File: src/rtl/fv_core_if_dup_queue.sv
// fv_core_if_dup_queue: instruction-fetch duplicate queue.
// Each original instruction is enqueued and replayed once as a duplicate.
// The FSM tracks ORIG / DUP / PASSTHRU. In PASSTHRU the queue is frozen
// until the downstream flush resolves.
// Optional feature: define FV_DUP_QUEUE_AUTO_EXIT_EN to leave PASSTHRU
// automatically after PASSTHRU_TIMEOUT enabled cycles.
// Handshake: a push or pop takes effect only on a cycle where it is accepted.
// Acceptance is decided from registered state and the current inputs, and the
// result becomes visible after the next posedge.
`ifndef FV_INSTR_WIDTH
`define FV_INSTR_WIDTH 32
`endif
`ifndef FV_INSTR_NOP
`define FV_INSTR_NOP 32'h0000_0013
`endif

module fv_core_if_dup_queue #(
   parameter int DEPTH            = 4,
   parameter int PASSTHRU_TIMEOUT = 8
) (
   input  logic                       clk,
   input  logic                       rst_n,
   input  logic                       enable,
   input  logic                       queue_push,
   input  logic                       queue_pop,
   input  logic [`FV_INSTR_WIDTH-1:0] push_instr,
   input  logic                       push_predict_br_taken,
   input  logic                       goto_passthru_mode,
   input  logic                       passthru_exit,
   input  logic                       flush,
   output logic [`FV_INSTR_WIDTH-1:0] head_instr,
   output logic                       head_predict_br_taken,
   output logic                       is_empty,
   output logic                       is_full,
   output logic [$clog2(DEPTH):0]     count,
   output logic                       in_dup_mode,
   output logic                       in_passthru_mode,
   output logic                       overflow_err
);

   localparam int PW = $clog2(DEPTH);
   localparam int CW = PW + 1;
   localparam int IW = `FV_INSTR_WIDTH;

   localparam logic [1:0] ST_ORIG = 2'd0;
   localparam logic [1:0] ST_DUP  = 2'd1;
   localparam logic [1:0] ST_PASS = 2'd2;

   logic [PW-1:0] rd_ptr_q, rd_ptr_d;
   logic [PW-1:0] wr_ptr_q, wr_ptr_d;
   logic [CW-1:0] count_q, count_d;
   logic [1:0]    state_q, state_d;
   logic          ovf_q, ovf_d;
   logic [IW-1:0] instr_mem_q [DEPTH];
   logic [IW-1:0] instr_mem_d [DEPTH];
   logic          pred_mem_q  [DEPTH];
   logic          pred_mem_d  [DEPTH];

   logic is_pass, full_w, empty_w;
   logic pop_acc, push_acc, push_ovf, exit_now;

`ifdef FV_DUP_QUEUE_AUTO_EXIT_EN
   localparam int TW = $clog2(PASSTHRU_TIMEOUT) + 1;
   logic [TW-1:0] tmr_q, tmr_d;
   assign exit_now = passthru_exit || (tmr_q == TW'(PASSTHRU_TIMEOUT - 1));
`else
   logic unused_timeout;
   assign unused_timeout = (PASSTHRU_TIMEOUT > 0);
   assign exit_now       = passthru_exit;
`endif

   assign is_pass  = (state_q == ST_PASS);
   assign full_w   = (count_q == CW'(DEPTH));
   assign empty_w  = (count_q == '0);
   assign pop_acc  = enable && queue_pop && !empty_w && !is_pass;
   assign push_acc = enable && queue_push && !is_pass && (!full_w || pop_acc);
   assign push_ovf = enable && queue_push && !is_pass && full_w && !pop_acc;

   assign head_instr            = instr_mem_q[rd_ptr_q];
   assign head_predict_br_taken = pred_mem_q[rd_ptr_q];
   assign is_empty              = empty_w;
   assign is_full               = full_w;
   assign count                 = count_q;
   assign in_dup_mode           = (state_q == ST_DUP);
   assign in_passthru_mode      = is_pass;
   assign overflow_err          = ovf_q;

   // Next-state: FIFO update, then FSM by priority flush > goto > exit > pop.
   always_comb begin
      rd_ptr_d    = rd_ptr_q;
      wr_ptr_d    = wr_ptr_q;
      count_d     = count_q;
      state_d     = state_q;
      ovf_d       = ovf_q;
      instr_mem_d = instr_mem_q;
      pred_mem_d  = pred_mem_q;
`ifdef FV_DUP_QUEUE_AUTO_EXIT_EN
      tmr_d       = tmr_q;
`endif
      if (push_acc) begin
         instr_mem_d[wr_ptr_q] = push_instr;
         pred_mem_d[wr_ptr_q]  = push_predict_br_taken;
         wr_ptr_d              = wr_ptr_q + PW'(1);
      end
      if (pop_acc) begin
         rd_ptr_d = rd_ptr_q + PW'(1);
      end
      case ({push_acc, pop_acc})
         2'b10:   count_d = count_q + CW'(1);
         2'b01:   count_d = count_q - CW'(1);
         default: count_d = count_q;
      endcase
      if (push_ovf) begin
         ovf_d = 1'b1;
      end
      if (enable) begin
         if (goto_passthru_mode) begin
            state_d = ST_PASS;
`ifdef FV_DUP_QUEUE_AUTO_EXIT_EN
            tmr_d   = '0;
`endif
         end else if (is_pass && exit_now) begin
            state_d  = ST_ORIG;
            rd_ptr_d = '0;
            wr_ptr_d = '0;
            count_d  = '0;
         end else if (is_pass) begin
`ifdef FV_DUP_QUEUE_AUTO_EXIT_EN
            tmr_d = tmr_q + TW'(1);
`endif
         end else if (pop_acc) begin
            // Original leaves the queue; duplicate mode only if older entries remain.
            if (state_q == ST_ORIG && count_q > CW'(1)) begin
               state_d = ST_DUP;
            end else if (state_q == ST_DUP && count_d == '0) begin
               state_d = ST_ORIG;
            end
         end
      end
      if (flush) begin
         rd_ptr_d    = '0;
         wr_ptr_d    = '0;
         count_d     = '0;
         state_d     = ST_ORIG;
         ovf_d       = ovf_q;
         instr_mem_d = instr_mem_q;
         pred_mem_d  = pred_mem_q;
`ifdef FV_DUP_QUEUE_AUTO_EXIT_EN
         tmr_d       = '0;
`endif
      end
   end

   // State registers with synchronous active-low reset; storage reset to NOP.
   always_ff @(posedge clk) begin
      if (!rst_n) begin
         rd_ptr_q <= '0;
         wr_ptr_q <= '0;
         count_q  <= '0;
         state_q  <= ST_ORIG;
         ovf_q    <= 1'b0;
         for (int i = 0; i < DEPTH; i++) begin
            instr_mem_q[i] <= `FV_INSTR_NOP;
            pred_mem_q[i]  <= 1'b0;
         end
`ifdef FV_DUP_QUEUE_AUTO_EXIT_EN
         tmr_q <= '0;
`endif
      end else begin
         rd_ptr_q    <= rd_ptr_d;
         wr_ptr_q    <= wr_ptr_d;
         count_q     <= count_d;
         state_q     <= state_d;
         ovf_q       <= ovf_d;
         instr_mem_q <= instr_mem_d;
         pred_mem_q  <= pred_mem_d;
`ifdef FV_DUP_QUEUE_AUTO_EXIT_EN
         tmr_q <= tmr_d;
`endif
      end
   end

endmodule

File: config.mk
export PLATFORM = sky130hd
export DESIGN_NAME = fv_core_if_dup_queue
export DESIGN_NICKNAME = d
export VERILOG_FILES = /design/src/rtl/fv_core_if_dup_queue.sv
export SDC_FILE = /design/constraint.sdc
export NUM_CORES = 1
export LEC_CHECK = 0
export CAP_MARGIN = 20
export CELL_PAD_IN_SITES_DETAIL_PLACEMENT = 1
export CELL_PAD_IN_SITES_GLOBAL_PLACEMENT = 2
export CORE_MARGIN = 2
export CORE_UTILIZATION = 25
export CTS_CLUSTER_DIAMETER = 80
export CTS_CLUSTER_SIZE = 8
export DETAILED_ROUTE_END_ITERATION = 8
export GPL_ROUTABILITY_DRIVEN = 0
export GPL_TIMING_DRIVEN = 0
export PLACE_DENSITY_LB_ADDON = 0.1
export SKIP_CTS_REPAIR_TIMING = 1
export SLEW_MARGIN = 25
export SYNTH_ARGS = -nofsm -noshare
export SYNTH_HDL_FRONTEND = slang
export SYNTH_SLANG_ARGS = --single-unit
File: constraint.sdc
create_clock -name clk -period 2.88 [get_ports clk]
set_input_delay 0.432 -clock clk [delete_from_list [all_inputs] [get_ports clk]]
set_output_delay 0.432 -clock clk [all_outputs]
set_load 0.005 [all_outputs]
# Yosys cells after proc, flatten, opt, wreduce, memory -nomap -nowiden
# Cells that the tools add are included.
[word_totals] ff_bits=142 latchBits=0 ramBits=0 rom_bits=0 inputBits=41 output_inout_bits=41 wordCells=87 mem_count=0
[classes] addsub=4 n_mul=0 n_div=0 order_cmp=4 n_eq_ne=6 n_shift=0 mux=30 bitwise=4 n_reduce_logical=26
[ops] cell="bitwise mux 128 bit" n=1
[ops] cell="two-way mux 32 bit" n=3
[ops] cell="binary-select mux 32 bit (select 2 bit)" n=1
[ops] cell="demux 32 bit (select 2 bit)" n=1
[ops] cell="two-way mux 2 bit" n=14
[ops] cell="logical AND 1 bit" n=12
[ops] cell="two-way mux 3 bit" n=3
[ops] cell="greater-or-equal comparator 3 bit, second input constant" n=2
[ops] cell="logical NOT 3 bit" n=2
[ops] cell="NOT 2 -> 3 bit" n=2
[ops] cell="case mux 3 bit (2 select lines)" n=1
[ops] cell="adder 2 x 1 -> 2 bit, second input constant" n=2
[ops] cell="bitwise mux 4 bit" n=1
[ops] cell="== test 2 x 1 -> 1 bit, second input constant" n=2
[ops] cell="== test 2 bit, second input constant" n=2
[ops] cell="logical NOT 1 bit" n=4
[ops] cell="AND reduction 2 bit" n=2
[ops] cell="AND reduction 4 bit" n=1
[ops] cell="nonzero test 4 bit" n=1
[ops] cell="adder 3 x 1 -> 3 bit, second input constant" n=1
[ops] cell="== test 3 bit, second input constant" n=1
[ops] cell="greater-than comparator 3 x 1 -> 1 bit, second input constant" n=1
[ops] cell="< comparator 3 x 1 -> 1 bit, second input constant" n=1
[ops] cell="two-way mux 1 bit" n=3
[ops] cell="9 further kinds" n=10

# Depth between registers and ports, before layout
[logic_depth] word_depth=16 ltp_mapped=12 ltp_nobuf=12

# Least setup slack after synthesis
# OpenSTA, ideal clock, no wires.
[synth_path] path_kind="register to register" from="reg count_q[0], in the netlist count[0]" to="reg state_q[0]" setup_time_ns=0.120 arrival_ns=2.351 required_time_ns=2.760 slack_ns=0.410 stages_incl_launch_ff=12 n_path_buf=0 synth_period_minus_slack_ns=2.470 path_cell_list="dfxtp_1 -> inv_1 -> ha_1 -> nor2b_1 -> nor3_1 -> inv_1 -> ha_1 -> nand2_1 -> o21ai_0 -> a2111o_1 -> o21ai_0 -> a21oi_1"
[synth_via] elab_chain_len=12 elab_cells_between_ends=25 cone_classes="2 x add/sub; 1 x order compare; 3 x eq/ne; 6 x mux; 13 x reduce/logical"
[synth_rtl] element="from (decl)" line_no="51" source="logic [CW-1:0] count_q, count_d;"
[synth_rtl] element="from (signal assigned)" line_no="172" source="count_q <= count_d;"
[synth_rtl] element="logical NOT 3 bit (*)" line_no="74" source="assign empty_w = (count_q == '0);"
[synth_rtl] element="via is_empty" line_no="33" source="output logic is_empty,"
[synth_rtl] element="logical NOT 1 bit (*)" line_no="75" source="assign pop_acc = enable && queue_pop && !empty_w && !is_pass;"
[synth_rtl] element="logical AND 1 bit (*) (2 in a row)" line_no="75"
[synth_rtl] element="logical OR 1 bit" line_no="76" source="assign push_acc = enable && queue_push && !is_pass && (!full_w || pop_acc);"
[synth_rtl] element="logical AND 1 bit" line_no="76"
[synth_rtl] element="== test 2 x 1 -> 1 bit or == test 2 bit (tied branches)" line_no="108" source="case ({push_acc, pop_acc})"
[synth_rtl] element="case mux 3 bit (2 select lines)" line_no="108"
[synth_rtl] element="logical NOT 3 bit" line_no="135" source="end else if (state_q == ST_DUP && count_d == '0) begin"
[synth_rtl] element="logical AND 1 bit" line_no="135"
[synth_rtl] element="nonzero test 4 bit (no source line)"
[synth_rtl] element="AND reduction 4 bit (no source line) (*)"
[synth_rtl] element="to (signal assigned)" line_no="173" source="state_q <= state_d;"
[synth_rtl] element="to (decl)" line_no="52" source="logic [1:0] state_q, state_d;"
# The timed path passes the listed nets; every way through them passes the cells marked *. The select of a mux whose other input is x is not followed.
# A chain may end at the register's enable or synchronous reset.

# Worst setup path after layout
[layout_path] from="reg rd_ptr_q[0]" to="out head_instr[1]"
[layout_via] elab_chain_len=4
[layout_rtl] element="from (decl)" line_no="49" source="logic [PW-1:0] rd_ptr_q, rd_ptr_d;"
[layout_rtl] element="from (signal assigned)" line_no="170" source="rd_ptr_q <= rd_ptr_d;"
[layout_rtl] element="NOT 2 -> 3 bit (implied by the code)" line_no="79" source="assign head_instr = instr_mem_q[rd_ptr_q];"
[layout_rtl] element="binary-select mux 32 bit (select 2 bit)" line_no="79"
[layout_rtl] element="two-way mux 32 bit (implied by the code) (2 in a row)" line_no="79"
[layout_rtl] element="to (decl)" line_no="31" source="output logic [`FV_INSTR_WIDTH-1:0] head_instr,"
# Every way passes these cells. The select of a mux whose other input is x is not followed.

==> impl_summary.md <==
Outcome
The run finished with clean final reports.

Synth
The area fraction of the dominant cell type after synthesis is 41.90%. Summing the areas of all compound-gate instances in the mapped netlist gives 21.12% of the synthesized area. The netlist uses 31 different library cells. The cell area that synthesis handed to floorplanning was 0.006784 sq mm. The proportion of register bits with asynchronous set or reset after synthesis is 0%.

The most instantiated flip-flop cell in the synthesis netlist is sky130_fd_sc_hd__dfxtp_1. The fraction of synthesized cell area in xor and xnor cells is 0.3873%. The combinational family with the most area after synthesis is compound AO/OA/AOI/OAI gates. sky130_fd_sc_hd__dfxtp_1 takes more of the synthesized area than any other cell.

The cell count after synthesis is 702. The register bit total from synthesis is 142. The post-synthesis mux area share is 11.40%. The leading cell type by number of instances after synthesis is sky130_fd_sc_hd__nand2_1. In this run the mean area of a mapped cell was 9.664 sq um. The simple-gate portion of the synthesized area is 18.33%. When the netlist entered floorplanning its net count stood at 752. After synthesis, the most frequently instantiated cells are sky130_fd_sc_hd__nand2_1 (275), sky130_fd_sc_hd__dfxtp_1 (142), sky130_fd_sc_hd__a21boi_2 (108).

For this run, the number of Yosys warnings is 0. The synthesized design contains 0 enable-type register cells. The adder and majority gate portion of the synthesized area is 1.660%. After synthesis, the cell types taking the most area are sky130_fd_sc_hd__dfxtp_1 (42%), sky130_fd_sc_hd__a21boi_2 (18%), sky130_fd_sc_hd__nand2_1 (15%).

Sequential cells were found to cover 41.90% of the synthesized design area.

Final layout
Relative to the synthesized area, the layout overhead comes to 27.68%. The diode insertion count for antenna repair is 0. The final net count is 851. The layout cell share with drive strength beyond 1 is 24.88%.

Fill cells in the final layout number 3024. The final instance area is 0.008662 sq mm.

Global routing
The initial antenna violation count is 0. Global routing used 16.33% of the available tracks across all layers. The first global-routing pass estimated 34.60 mm of wire.

Entering global routing, the biggest net connects 17 pins. The number of global-route vias before repair is 5885. Global routing finished with a remaining overflow of 0.

Route
The first routing iteration left 207 violations. In the final routed layout, each cell accounts on average for 19.28 um. Using the TritonRoute via totals, the vias-per-cell ratio works out to 4.610. The count of nets left with antenna violations once routing finished came out at 0. Across all layers, the routed design uses 5315 vias. For this run, design rule violations remaining after detail routing come to 0. The final layout contains routed wiring with a total length of 22.23 mm.

Before antenna repair, the detailed router went through 4 iterations.

Timing
The remaining max-slew budget at the tightest pin is 46.73%. The number of max-slew violations in the final report came to 0. Setup repair after global routing left no endpoint under its margin. The worst path needs 2.759 ns of the cycle, external delays included. The worst setup skew after layout is 0.01102 ns. The final critical path takes up 95.78% of the cycle.

Timing would allow up to 362.5 MHz. The smallest hold slack is 0.4616 ns. The count of final setup violators is 0. The hold violation total from the final report is 0. At the pin with the least slew margin, the transition time is 0.7990 ns.

Floorplanning
The number of core rows is 60. The top-level port count is 82. The area inside the core boundary is 0.02680 sq mm. The effective utilization at floorplan is 25.31%. The area enclosed by the die boundary is 0.02847 sq mm. The horizontal die dimension is 168.7 um.

The height of the chip is 168.7 um.

Worst setup path
For this run, the slowest stage of the critical path takes 0.47 ns. At the worst endpoint, the required time is 2.45 ns. STA classifies the critical path startpoint as a register. Data on the critical path arrives at its endpoint at 2.33 ns. The launching point of the worst reg2reg path is count[0]. The kind of end point of the critical path is an output port. The launching element of the worst setup path is rd_ptr_q[0].

Among all stages on the critical path, the largest delay is contributed by sky130_fd_sc_hd__clkdlybuf4s50_1. Of all nets on the critical path, the largest fanout is 10. The setup slack on the worst flop-to-flop path is 0.29 ns. Traced cell by cell, the critical path runs through clkbuf_4 > buf_8 > buf_4 > mux4_2 > clkdlybuf4s50_1. The type of the setup path with the least slack is register to output port.

Worst hold path
The launch instance of the worst min-delay path is instr_mem_q[55]. The worst hold path belongs to the class register to register.

Run
The count of maximum capacitance violations is 0.

Power
The analysis attributes to cell leakage a power of 2.804 nW. After layout, the design draws a total of 4.658 mW. Dividing total power by cell area gives a power density of 537.7 mW/mm^2. The worst-case vdd ir drop is 337.3 uV.

Placed design
The wire-length estimate of the detail-placed layout is 15.18 mm. The count of input and output buffers is 80. The cell area after placement is 0.008011 sq mm.

Clock tree
The clock transition at the registers of the reported paths is 0.07 ns. The number of H-tree levels is 4. The clock root buffer is sky130_fd_sc_hd__clkbuf_16. For the worst-skew pair, the clock arrives at the later sink with an insertion delay of 0.42 ns.

TritonCTS built the clock tree. The number of clock buffers added by TritonCTS is 17. Counting along the longest clock path gives a buffer depth of 2. The tree built by TritonCTS fans out to 142 sinks.
==> final cells by class <==
cell class | instances | area, sq um | share of cell area, %
timing repair buffer | 80 | 800.8 | 9.245
multi-input combinational | 500 | 3593 | 41.48
clock buffer | 19 | 442.9 | 5.113
inverter | 8 | 30.03 | 0.3467
clock inverter | 11 | 167.7 | 1.936
buffer | 52 | 357.8 | 4.131
sequential | 142 | 2843 | 32.82
tap | 341 | 426.7 | 4.926
==> worst max-delay path: cells and delay by family (launching register included) <==
kind | cells | cell delay (ns)
mux | 1 | 0.37
flops | 1 | 0.31
buf+inv | 4 | 1.21
==> routing by layer <==
layer	GRT usage [%]	vias to the layer above	routed length (um)
li1	-	2543	-
met1	21.32	2690	10530
met2	28.05	71	10970
met3	3.016	11	532
met4	3.711	0	195
met5	0	-	0
==> final timing paths <==
kind                                        end  depth (start not counted)
worst max-delay path              head_instr[1]                          5
worst min-delay path            instr_mem_q[55]                          2
worst max register to register       state_q[0]                         11
worst min register to register  instr_mem_q[55]                          2
==> state kept, by name, summed over array words and instances, names as in the netlist <==
signal and cells:
count 3, wr_ptr_q 2, pred_mem_q 4, overflow_err 1, instr_mem_q 128, state_q 2
rd_ptr_q 2
==> cell families (layout without fill, tap and decap cells) <==
kind of cell | count (synthesis) | in the layout
compound gates | 137 | 137
xor+xnor | 3 | 3
fa+ha+maj | 9 | 9
buf+inv | 60 | 170
flops | 142 | 142
mux | 36 | 36
simple gates | 315 | 315
==> power breakdown <==
group | internal [mW] | switching [mW] | total (mW)
combinational | 0.159 | 0.149 | 0.308
sequential | 1.98 | 0.0108 | 1.99
clock | 1.46 | 0.893 | 2.36
total | 3.60 | 1.05 | 4.66
==> cell usage in the layout (no fill, tap or decap), types with 2 or more instances in the layout <==
master,Yosys,final
sky130_fd_sc_hd__xnor2_1,2,2
sky130_fd_sc_hd__dfxtp_1,142,142
sky130_fd_sc_hd__clkdlybuf4s50_1,0,80
sky130_fd_sc_hd__nor2b_1,8,8
sky130_fd_sc_hd__a21boi_0,12,12
sky130_fd_sc_hd__mux2i_1,3,3
sky130_fd_sc_hd__clkbuf_16,0,17
sky130_fd_sc_hd__a21boi_2,108,108
sky130_fd_sc_hd__clkinvlp_4,0,2
sky130_fd_sc_hd__nand3_1,12,12
sky130_fd_sc_hd__o21ai_0,6,5
sky130_fd_sc_hd__a21oi_1,5,5
sky130_fd_sc_hd__clkbuf_1,23,24
sky130_fd_sc_hd__inv_1,8,8
sky130_fd_sc_hd__clkinv_2,0,3
sky130_fd_sc_hd__nand2_1,275,275
sky130_fd_sc_hd__clkinv_4,0,2
sky130_fd_sc_hd__bufinv_16,0,4
sky130_fd_sc_hd__ha_1,9,9
sky130_fd_sc_hd__buf_2,12,4
sky130_fd_sc_hd__nor2_1,10,10
sky130_fd_sc_hd__mux4_2,33,33
sky130_fd_sc_hd__buf_6,13,15
sky130_fd_sc_hd__clkbuf_4,0,3
sky130_fd_sc_hd__and2_1,4,4
sky130_fd_sc_hd__buf_4,4,6
==> through the flow <==
stage,TNS (ns),std cells,util [%],setup slack (ns)
final,0,1153,32.32,0.1215
after floorplan,0,702,-,0.4098
after CTS,-8.175,1153,32.17,-0.3973
after detailed placement,-0.3205,1123,29.89,-0.2674
after global placement,-0.3783,1123,29.89,-0.3017
after global routing,0,1153,32.32,0.002547
Note: power is estimated with default switching activity, not from simulation.
==> patch: new RTL, config.mk and constraints unchanged <==
Make the reset (`rst_n`) asynchronous in one clocked block. Comments in the files are not updated.
--- a/src/rtl/fv_core_if_dup_queue.sv
+++ b/src/rtl/fv_core_if_dup_queue.sv
@@ -154,3 +154,3 @@
    // State registers with synchronous active-low reset; storage reset to NOP.
-   always_ff @(posedge clk) begin
+   always_ff @(posedge clk or negedge rst_n) begin
       if (!rst_n) begin
Formal check against the unedited RTL: differs if rst_n is asserted again (counterexample within 4 cycles, from zero or initial values and one cycle with rst_n low); with rst_n held inactive, the same outputs for 4 cycles.
==> patch against the original RTL <==
Setup slack worse by 31 ps. Wire length down 30%. Global-route usage down 4.0 points. Via count down 30%. Sequential share of layout area up 10 points. Synthesized area down 4.4%. Die area down 4.3%. Sequential cell count unchanged. Utilization up 0.58 points. Design area down 3.8%. Critical path type unchanged. Critical endpoint is now head_instr[6]. Largest cell class is now sequential cells.
Power is not compared: it rests on default switching activity, and its combinational part moved more than twofold at a synthesized area within 25%.
==> patch: results (changes against the original RTL) <==
CP max stage cell=mux4_2; # fillers=2583 (-15%); worst min-delay path class=reg2reg; pin count of the biggest net entering global routing=75 (+58); Inst Count DP=813 (-28%); hold endpoint=overflow_err; Placement Setup Slack=-255 ps (+12.1 ps); top post-synthesis cells by area=dfrtp_1 50%, mux2_2 23%, mux4_2 11%; commonest cells in the netlist=132 x mux2_2, 130 x dfrtp_1, 33 x mux4_2; drt first pass iters=6 (+2); HP Start=overflow_err; Finished Core Util=32.9% (+0.58 points); total CTS buffers=17 (unchanged); PortBufs=81 (+1.3%); Worst path top cell family by delay=buffers and inverters; P_leak=~3.6 nW; Iteration-0 DRC Markers=119 (-43%); dominant synthesized flop cell=dfrtp_1; crit path max fanout=10 (unchanged); status=finished clean; Reg2Reg Setup Slack=260 ps (-30 ps); synth unique cells=34 (+9.7%); total vias in the final route=3738 (-30%); relative slew slack=58.8% (+12 points); placed cell areas=0.00774 sq mm (-3.4%); clock skew=12.1 ps (+1.09 ps); ys async rst share=100% (+100 points); fin nets=550 (-35%); hold-critical path depth=1 (-1); Avg Cell Area, Syn=16.2 sq um (+67%); max reg flops=128 (unchanged); sequential share of the synthesized area=55.0% (+13 points); Critical Path Max Stage Delay=570 ps (+100 ps); worst r2r src=count[0]; Post-Layout Cell Count=842 (-27%); sw frac=roughly a quarter; final WL=15500 um (-30%); crit path DAT=2360 ps (+30 ps); Worst Reg-to-Reg Cells=12 (+1); worst setup path start=rd_ptr_q[0]; vias in the first global route=4319 (-27%); post-DP HPWL=10100 um (-33%); layout cells sized above 1=46.5% (+22 points); Worst-path clk slew=around 60 ps; gr usage total=12.3% (-4.0 points); Syn Nets=452 (-40%); first-pass GRT wire length=24800 um (-28%); ANT cells=0 (unchanged); Crit Reg-Reg Endpoint=state_q[0]
==> patch: cell types whose count changed in the layout (fill, tap and decap cells not counted), moves of 21 or more <==
cell,change
dfxtp_1,-142
a21boi_2,-108
clkbuf_1,-21
nand2_1,-269
mux2_2,+132
dfrtp_1,+128
==> patch: metal layers <==
layer | GRT usage [%] | wire, um
met5 | 0 | 0
met1 | 16.1 | 7250
met4 | 2.96 | 126
met2 | 20.1 | 7430
met3 | 3.87 | 704
==> patch: cell type report <==
type                       instances  share of cell area [%]
sequential                       142                    42.9
multi-input combinational        227                    32.4
timing repair buffer              83                    10.2
clock buffer                      20                    5.24
tap                              330                    4.95
buffer                            18                    2.16
clock inverter                    12                    1.65
inverter                          10                   0.450
==> patch: power groups by stage <==
stage / clock network (mW) / logic [mW] / registers [mW]
finish: 2.16 / 0.996 / 2.50
floorplan: 0 / 0.535 / 2.48
global route: 2.34 / 1.09 / 2.55
global placement: 0 / 0.984 / 2.52
CTS: 2.24 / 1.02 / 2.50
detailed placement: 0 / 1.02 / 2.54
==> patch: worst max path at each step <==
stage          cells after the start              end  slack, ps
2_1_floorplan                     12       state_q[0]        300
3_3_place_gp                       1  instr_mem_q[28]      -4610
3_5_place_dp                      11       state_q[0]       -260
4_1_cts                            4   head_instr[18]       -480
5_1_grt                            3    head_instr[7]        -50
6_report                           3    head_instr[6]         90
==> patch: per-stage QoR <==
stage          power (mW)  hold slack [ps]
6_report             5.66              471
5_1_grt              5.98              509
4_1_cts              5.77             1.10
3_5_place_dp         3.55              461
3_3_place_gp         3.51              444
2_1_floorplan        3.01              136
==> patch: cell families after synthesis <==
kind of cell,count (synthesis),share of synthesized area (%)
simple gates,31,2.66
mux,168,34.9
fa+ha+maj,10,1.93
buf+inv,32,3.34
compound gates,15,1.76
flops,142,55.0
xor+xnor,3,0.405
